**src/rtl/harris_pkg.sv**
```systemverilog
// rtl/harris_pkg.sv - shared types and defaults for the harris pixel path
package harris_pkg;

  // Pixel width on the detector interface
  localparam int PIX_W = 8;

  // Frame geometry defaults shared with harrisDetector
  localparam int DEF_IMG_W = 64;
  localparam int DEF_IMG_H = 64;

  // Pixel source sequencer states
  typedef enum logic [1:0] {
    ST_IDLE   = 2'd0,
    ST_STREAM = 2'd1,
    ST_BLANK  = 2'd2,
    ST_DRAIN  = 2'd3
  } src_state_t;

endpackage

```
**src/rtl/harris_raster_counter.sv**
```systemverilog
// rtl/harris_raster_counter.sv - row-major col/row counter with linear address
module harris_raster_counter
  import harris_pkg::*;
#(
  parameter int IMG_W  = DEF_IMG_W,
  parameter int IMG_H  = DEF_IMG_H,
  parameter int ADDR_W = 12
) (
  input  logic              clk,
  input  logic              reset,
  input  logic              clr,
  input  logic              en,
  output logic [ADDR_W-1:0] addr,
  output logic              last_col,
  output logic              last_pixel
);

  localparam int COL_W = $clog2(IMG_W);
  localparam int ROW_W = (IMG_H > 1) ? $clog2(IMG_H) : 1;

  logic [COL_W-1:0] col;
  logic [ROW_W-1:0] row;

  assign last_col   = (col == COL_W'(IMG_W - 1));
  assign last_pixel = last_col && (row == ROW_W'(IMG_H - 1));

  // Advance col/row and keep a running address so no multiplier is needed
  always_ff @(posedge clk or negedge reset) begin
    if (!reset) begin
      col  <= '0;
      row  <= '0;
      addr <= '0;
    end else if (clr) begin
      col  <= '0;
      row  <= '0;
      addr <= '0;
    end else if (en) begin
      if (last_pixel) begin
        col  <= '0;
        row  <= '0;
        addr <= '0;
      end else if (last_col) begin
        col  <= '0;
        row  <= row + 1'b1;
        addr <= addr + 1'b1;
      end else begin
        col  <= col + 1'b1;
        addr <= addr + 1'b1;
      end
    end
  end

endmodule

```
**src/rtl/harris_pixel_source.sv**
```systemverilog
// rtl/harris_pixel_source.sv - frame memory to harrisDetector raster streamer
module harris_pixel_source
  import harris_pkg::*;
#(
  parameter int IMG_W  = DEF_IMG_W,
  parameter int IMG_H  = DEF_IMG_H,
  parameter int ADDR_W = 12,
  parameter int HBLANK = 2
) (
  input  logic              clk,
  input  logic              reset,
  input  logic              start,
  input  logic              stall,
  output logic              mem_rd,
  output logic [ADDR_W-1:0] mem_addr,
  input  logic [PIX_W-1:0]  mem_rdata,
  output logic [PIX_W-1:0]  pixel,
  output logic              pixel_valid,
  output logic              sof,
  output logic              eol,
  output logic              eof,
  output logic              busy,
  output logic              done
);

  localparam int BW = (HBLANK > 1) ? $clog2(HBLANK) : 1;
  localparam logic [BW-1:0] BLANK_LAST = (HBLANK > 0) ? BW'(HBLANK - 1) : '0;

  src_state_t        state, state_next;
  logic              cnt_en, cnt_clr;
  logic [ADDR_W-1:0] cnt_addr;
  logic              last_col, last_pixel;
  logic [BW-1:0]     blank_cnt;

  // Stage 1 carries the qualifier and markers while mem_rdata is in flight
  logic s1_valid, s1_sof, s1_eol, s1_eof;

  harris_raster_counter #(
    .IMG_W  (IMG_W),
    .IMG_H  (IMG_H),
    .ADDR_W (ADDR_W)
  ) u_counter (
    .clk        (clk),
    .reset      (reset),
    .clr        (cnt_clr),
    .en         (cnt_en),
    .addr       (cnt_addr),
    .last_col   (last_col),
    .last_pixel (last_pixel)
  );

  assign mem_addr = cnt_addr;
  assign busy     = (state != ST_IDLE);

  // State register
  always_ff @(posedge clk or negedge reset) begin
    if (!reset) state <= ST_IDLE;
    else        state <= state_next;
  end

  // Next state and read issue; a start coinciding with done is dropped
  always_comb begin
    state_next = state;
    mem_rd     = 1'b0;
    cnt_en     = 1'b0;
    cnt_clr    = 1'b0;
    case (state)
      ST_IDLE: begin
        if (start && !done) begin
          state_next = ST_STREAM;
          cnt_clr    = 1'b1;
        end
      end
      ST_STREAM: begin
        if (!stall) begin
          mem_rd = 1'b1;
          cnt_en = 1'b1;
          if (last_pixel)                   state_next = ST_DRAIN;
          else if (last_col && (HBLANK > 0)) state_next = ST_BLANK;
        end
      end
      ST_BLANK: begin
        if (blank_cnt == BLANK_LAST) state_next = ST_STREAM;
      end
      ST_DRAIN: begin
        if (pixel_valid && eof) state_next = ST_IDLE;
      end
      default: state_next = ST_IDLE;
    endcase
  end

  // Blank cycle counter, free of stall so the gap length is fixed
  always_ff @(posedge clk or negedge reset) begin
    if (!reset)                 blank_cnt <= '0;
    else if (state != ST_BLANK) blank_cnt <= '0;
    else                        blank_cnt <= blank_cnt + 1'b1;
  end

  // Stage 1: tag each issued read with its markers
  always_ff @(posedge clk or negedge reset) begin
    if (!reset) begin
      s1_valid <= 1'b0;
      s1_sof   <= 1'b0;
      s1_eol   <= 1'b0;
      s1_eof   <= 1'b0;
    end else begin
      s1_valid <= mem_rd;
      s1_sof   <= mem_rd && (cnt_addr == '0);
      s1_eol   <= mem_rd && last_col;
      s1_eof   <= mem_rd && last_pixel;
    end
  end

  // Stage 2: register the returned byte; pixel holds when nothing is valid
  always_ff @(posedge clk or negedge reset) begin
    if (!reset) begin
      pixel       <= '0;
      pixel_valid <= 1'b0;
      sof         <= 1'b0;
      eol         <= 1'b0;
      eof         <= 1'b0;
    end else begin
      pixel_valid <= s1_valid;
      sof         <= s1_sof;
      eol         <= s1_eol;
      eof         <= s1_eof;
      if (s1_valid) pixel <= mem_rdata;
    end
  end

  // Done pulses the cycle after the eof pixel, together with busy falling
  always_ff @(posedge clk or negedge reset) begin
    if (!reset) done <= 1'b0;
    else        done <= (state == ST_DRAIN) && pixel_valid && eof;
  end

endmodule

```
**config.mk**
```make
export PLATFORM = sky130hd
export DESIGN_NAME = harris_pixel_source
export DESIGN_NICKNAME = d
export VERILOG_FILES = /design/src/rtl/harris_pkg.sv /design/src/rtl/harris_raster_counter.sv /design/src/rtl/harris_pixel_source.sv
export SDC_FILE = /design/constraint.sdc
export NUM_CORES = 1
export LEC_CHECK = 0
export BUFFER_PORTS_ARGS = -buffer_cell sky130_fd_sc_hd__clkbuf_2
export CORE_ASPECT_RATIO = 2
export CORE_UTILIZATION = 30
export CTS_BUF_LIST = sky130_fd_sc_hd__clkbuf_8 sky130_fd_sc_hd__clkbuf_16
export CTS_CLUSTER_DIAMETER = 60
export DETAILED_ROUTE_END_ITERATION = 10
export PLACE_DENSITY = 0.53
export SKIP_CTS_REPAIR_TIMING = 1
export SLEW_MARGIN = 15
export SYNTH_ARGS = -nofsm -noshare
export SYNTH_HDL_FRONTEND = slang
export SYNTH_SLANG_ARGS = --single-unit
```
**constraint.sdc**
```tcl
create_clock -name clk -period 2.1 [get_ports clk]
set_input_delay 0.42 -clock clk [delete_from_list [all_inputs] [get_ports clk]]
set_output_delay 0.42 -clock clk [all_outputs]
set_load 0.02 [all_outputs]
```
## Yosys cells after proc, flatten, opt, wreduce, memory -nomap -nowiden

Cells that the tools add are included.

- Add/sub/neg operators: 4
- Equality and inequality tests: 11
- Muxes and demuxes: 23
- Reductions and logical operators: 16

Operators by type and width:

| cell | count |
|---|---|
| $mux 6 | 8 |
| $mux 12 | 3 |
| $add 12x1->12 const B | 1 |
| $add 6x1->6 const B | 2 |
| $eq 6x6->1 const B | 2 |
| $logic_not 12->1 | 1 |
| $mux 2 | 6 |
| $ne 2x2->1 const B | 5 |
| $logic_and 1x1->1 | 8 |
| $pmux 2 s4 | 1 |
| $mux 1 | 5 |
| $reduce_and 5->1 | 1 |
| $eq 2x2->1 const B | 2 |
| $reduce_bool 2->1 | 2 |
| $ne 3x3->1 const B | 1 |
| $reduce_bool 3->1 | 1 |
| $eq 2x1->1 const B | 1 |
| $logic_not 2->1 | 1 |
| $reduce_and 2->1 | 1 |
| $add 1x1->1 const B | 1 |
| $logic_not 1->1 | 1 |

- Flip-flop bits (word level): 44
- Bits of input ports: 12
- Logic and storage cells: 69

## Depth between registers and ports, before layout

- Depth in word-level cells: 6
- Depth in mapped cells: 7

## Hierarchy

From an unflattened synthesis, not the netlist that was laid out.

- Cell total of the unflattened synthesis: 183
- Area, all modules: 2042.0 um^2

Modules (own cells, without submodules):

| module | times used | cells an instance | area an instance (um^2) | seq. area each (um^2) |
|---|---|---|---|---|
| harris_raster_counter | 1 | 134 | 1288.7 | 600.6 |
| harris_pixel_source | 1 | 49 | 753.2 | 500.5 |

## Worst setup path after synthesis

No wires, ideal clock.

- Kind: register to register
- Start: register done
- End: register u_counter.addr[2]
- Library setup time: 139 ps
- Arrival: 1746 ps
- Setup slack: 216 ps
- Stages on the path, launching flop included: 7
- Cell sequence: dfrtp_1 > or3b_1 > buf_2 > a21o_1 > buf_2 > a21oi_1 > nor2_1

- Word-level cells in the longest chain between the ends: 5
- Elaborated cells between the ends (all ways): 6
- Classes of those cells: 3 x mux; 3 x reduce/logical

RTL lines:

| item | RTL line | text |
|---|---|---|
| start: declaration | harris_pixel_source.sv:23 | `output logic done` |
| start signal: assignment | harris_pixel_source.sv:134 | `else done <= (state == ST_DRAIN) && pixel_valid && eof;` |
| $logic_not 1->1 (*) | harris_pixel_source.sv:69 | `if (start && !done) begin` |
| $logic_and 1x1->1 (*) | harris_pixel_source.sv:69 |  |
| $mux 1 (*) | harris_pixel_source.sv:69 |  |
| $mux 1 (*) | harris_pixel_source.sv:67 | `case (state)` |
| $mux 12 / $reduce_bool 2->1 (equally long branches) | - |  |
| end signal: assignment | harris_raster_counter.sv:45 | `addr <= addr + 1'b1;` |
| end signal: assignment | harris_raster_counter.sv:48 | `addr <= addr + 1'b1;` |
| end: declaration | harris_raster_counter.sv:13 | `output logic [ADDR_W-1:0] addr,` |

Every way passes the cells marked *; elsewhere a longest branch is shown, timed or not.
A chain may end at the register's enable or synchronous reset.

## Worst setup path after layout

- Start: register state[0]
- End: output port mem_rd

- Word-level cells in the longest chain between the ends: 2

RTL lines:

| item | RTL line | text |
|---|---|---|
| start: declaration | harris_pixel_source.sv:29 | `src_state_t state, state_next;` |
| start signal: assignment | harris_pixel_source.sv:58 | `else state <= state_next;` |
| $eq 2x1->1 | harris_pixel_source.sv:67 |  |
| $mux 1 | harris_pixel_source.sv:67 |  |
| end: declaration | harris_pixel_source.sv:14 | `output logic mem_rd,` |

Every way passes these cells.

==> run summary <==
The tools report the number of placement rows as 42. The tools report the origin of the critical flop-to-flop path as state[0]. The first global-routing pass estimated 7769 um of wire. The cell area after synthesis was 0.002041 sq mm.

Dividing the detail-routed via count by the number of cells gives 4.958. In this run, the clock network consumes 45.5% of the power. The residual DRC count is 0, and the fraction of layout instances using a drive strength above 1 is 27.02%. The critical path is of the register to output pin type. Measured against its own limit, the worst slew margin works out to 64.15%.

Register clock-pin slew on the reported worst setup and hold paths: 60 ps. The run gives 0 as the total count of hold-check failures in the final report. Counting the fill cells in the layout gives 652. The tools report the type of element launching the critical path as a register. The number of enable flip-flop cells after synthesis is 0, and the area added between synthesis and finish is 25.75%. The run finished with clean final reports. Summed over all failing endpoints, the final setup total negative slack is 0 ps.

CTS saw 44 sinks. Iteration-0 DRC count of the detailed router: 50. The most frequent cell after synthesis is dfrtp_1. Number of max-capacitance violations reported: 0.

Number of antenna violations at the first check in global routing: 0. Data on the critical path arrives at its endpoint at 1580 ps. For the worst-skew pair, the clock arrives at the later sink with an insertion delay of 290 ps. The switching part of the total was 22.26%; the H-tree depth was 2.

The final instance count without filler cells was 336. Instance count after placement with tap cells included: 328. Root cell of the clock tree: clkbuf_16. STA puts the critical path data required time at 1680 ps. TritonCTS built the clock tree. The share of the synthesized area in the top cell type was 53.95%; the number of distinct library cells after synthesis was 36. The worst register-to-register path ends at u_counter.addr[6]. Subtracting the final worst setup slack from the clock period gives 2000 ps. In this run the mean area of a mapped cell was 10.36 sq um. The final-report setup violation count was 0; the largest net degree at the start of global routing was 27. The finished cells cover 0.002566 sq mm. The leakage power figure is 0.001215 uW, and the number of detailed-routing iterations run before antenna repair is 4. The repair_antennas step left the layout with diodes totalling 0. The maximum vdd drop was 266.1 uV.

Derived from the worst setup path, the maximum achievable clock frequency is 500.0 MHz. The gate count after technology mapping is 197, and the number of warnings issued by yosys is 0. The internal portion of the total power is 1359 uW.

Across every metal layer, demand over resource in global routing totals 14.76%. From bottom edge to top edge, the die measures 118.6 um. Between clock sinks in the finished design, the worst skew comes to 4.379 ps. The number of vias in the routed layout was 1666; the final period utilization was 95.24%.

The min-delay analysis places its worst path in the category input port to async pin. In this run the standard cell core region covers 0.006569 sq mm. Counting flops and latches in the post-synthesis netlist gives 44.

The flop-to-flop setup slack is 200 ps, and the residual overflow from global routing is 0. Yosys attributes the largest share of cell area to dfrtp_1 (54%), mux2_2 (4.4%), a21oi_1 (3.7%). For this run, the post-layout net count is 263.

The die span in x was 60.32 um. The biggest area contributor in the post-synthesis netlist is dfrtp_1. The critical-path maximum fanout was 11.

The commonest cells after synthesis are dfrtp_1 (44), a21oi_1 (15), inv_1 (13). The tools report the via count of the first global-routing pass as 1608. In this run, flip-flops and latches consume 50.1% of the power. The total net switching power is 389.3 uW.

The count of buffers added on input and output ports is 38. The number of nets in the synthesized netlist is 213, and the power density normalized to cell area is 681.4 mW/mm^2. The max-slew violation count was 0; the post-synthesis async set-or-reset flop share was 100.0%. The HPWL after detailed placement is 3538 um, and the initial core utilization is 31.07%.

Clock tree synthesis inserted a total of 5 buffers. Wires add up to 4680 um. The share of total power dissipated in combinational logic is 4.4%. During I/O placement, the number of pins put on the boundary was 39.

Sequential elements use 53.95% of the synthesized area. The clock tree buffer depth was 2; the worst hold-check slack was 102.6 ps. The die footprint was 0.007156 sq mm; the cell area after placement was 0.002412 sq mm. Setup repair after global routing left no endpoint under its margin. The category of the worst setup path capture point was an output pin. Slew at the pin closest to its max-slew limit: 537.8 ps. The most used flip-flop cell after synthesis is dfrtp_1. At the end of routability-driven placement, the weighted congestion stood at 0.7577. Dividing the detail-routed wire length by the instance count gives 13.93 um. The number of cells traversed by the worst register-to-register path works out to 4. Post-route antenna net violation count: 0.
==> per-layer routing <==
metal	wire (um)	vias to the layer above	part of all wire, %	global-route usage (%)
met5	0	-	0	0
met4	136	0	2.9	7.703
met1	1797	814	38	16.14
met2	2615	34	56	25.48
li1	-	808	-	-
met3	130	10	2.8	2.735
==> worst max-delay path by stage <==
stage	from	to	slack, ps
detailed placement	start	u_counter.col[5]	80
floorplan	done	u_counter.addr[2]	220
global placement	start	u_counter.addr[6]	110
CTS	state[0]	mem_rd	60
global route	state[0]	mem_rd	20
finish	state[0]	mem_rd	100
==> worst max-delay path, stage by stage, from the launching register on <==
cell     delay (ps)
dfrtp_1         340
buf_4           140
or3b_1          380
inv_1           100
buf_6           150
buf_2           170
==> state kept, by name, indices dropped and copies added, names as in the netlist <==
register        cells
s1_sof              1
sof                 1
eol                 1
state               2
done                1
pixel               8
s1_eof              1
blank_cnt           1
eof                 1
u_counter.row       6
u_counter.addr     12
u_counter.col       6
s1_eol              1
s1_valid            1
pixel_valid         1
==> area by class of cell <==
| type | count | area (sq um) | share of cell area (%) |
|---|---|---|---|
| multi-input combinational | 133 | 859.6 | 33.50 |
| inverter | 13 | 48.80 | 1.902 |
| sequential | 44 | 1101 | 42.91 |
| clock inverter | 2 | 11.26 | 0.4388 |
| clock buffer | 6 | 138.9 | 5.412 |
| tap | 88 | 110.1 | 4.291 |
| timing repair buffer | 50 | 296.5 | 11.56 |
==> per-stage QoR <==
stage | setup slack, ps | power, uW | util (%)
floorplan | 215.6 | 920.3 | -
global placement | 105.9 | 971.0 | 36.72
detailed placement | 79.82 | 971.9 | 36.72
CTS | 59.52 | 1767 | 39.01
global route | 15.09 | 1807 | 39.07
finish | 100.1 | 1748 | 39.07
==> power by group through the flow <==
stage | combinational (uW) | sequential [uW] | clock (uW)
final | 77.0 | 877 | 795
after global routing | 88.3 | 879 | 840
after CTS | 79.6 | 877 | 810
after detailed placement | 79.5 | 892 | 0
after global placement | 78.9 | 892 | 0
after floorplan | 19.9 | 900 | 0
==> cell families after synthesis <==
kind of cell / Yosys count / synth area share, %
mux: 8 / 4.415
flops: 44 / 53.95
buf+inv: 20 / 3.924
compound gates: 40 / 12.39
xor+xnor: 7 / 3.004
simple gates: 74 / 19.87
fa+ha+maj: 4 / 2.453
==> layout by cell type, fill, tap and decap left out, types with 8 or more instances in the layout <==
| cell | n |
|---|---|
| a21oi_1 | 15 |
| nand3_1 | 12 |
| clkbuf_2 | 37 |
| mux2_2 | 8 |
| dfrtp_1 | 44 |
| nand2_1 | 12 |
| inv_1 | 14 |
| buf_4 | 10 |
| nor2_1 | 12 |
(Power assumes the default switching activity.)
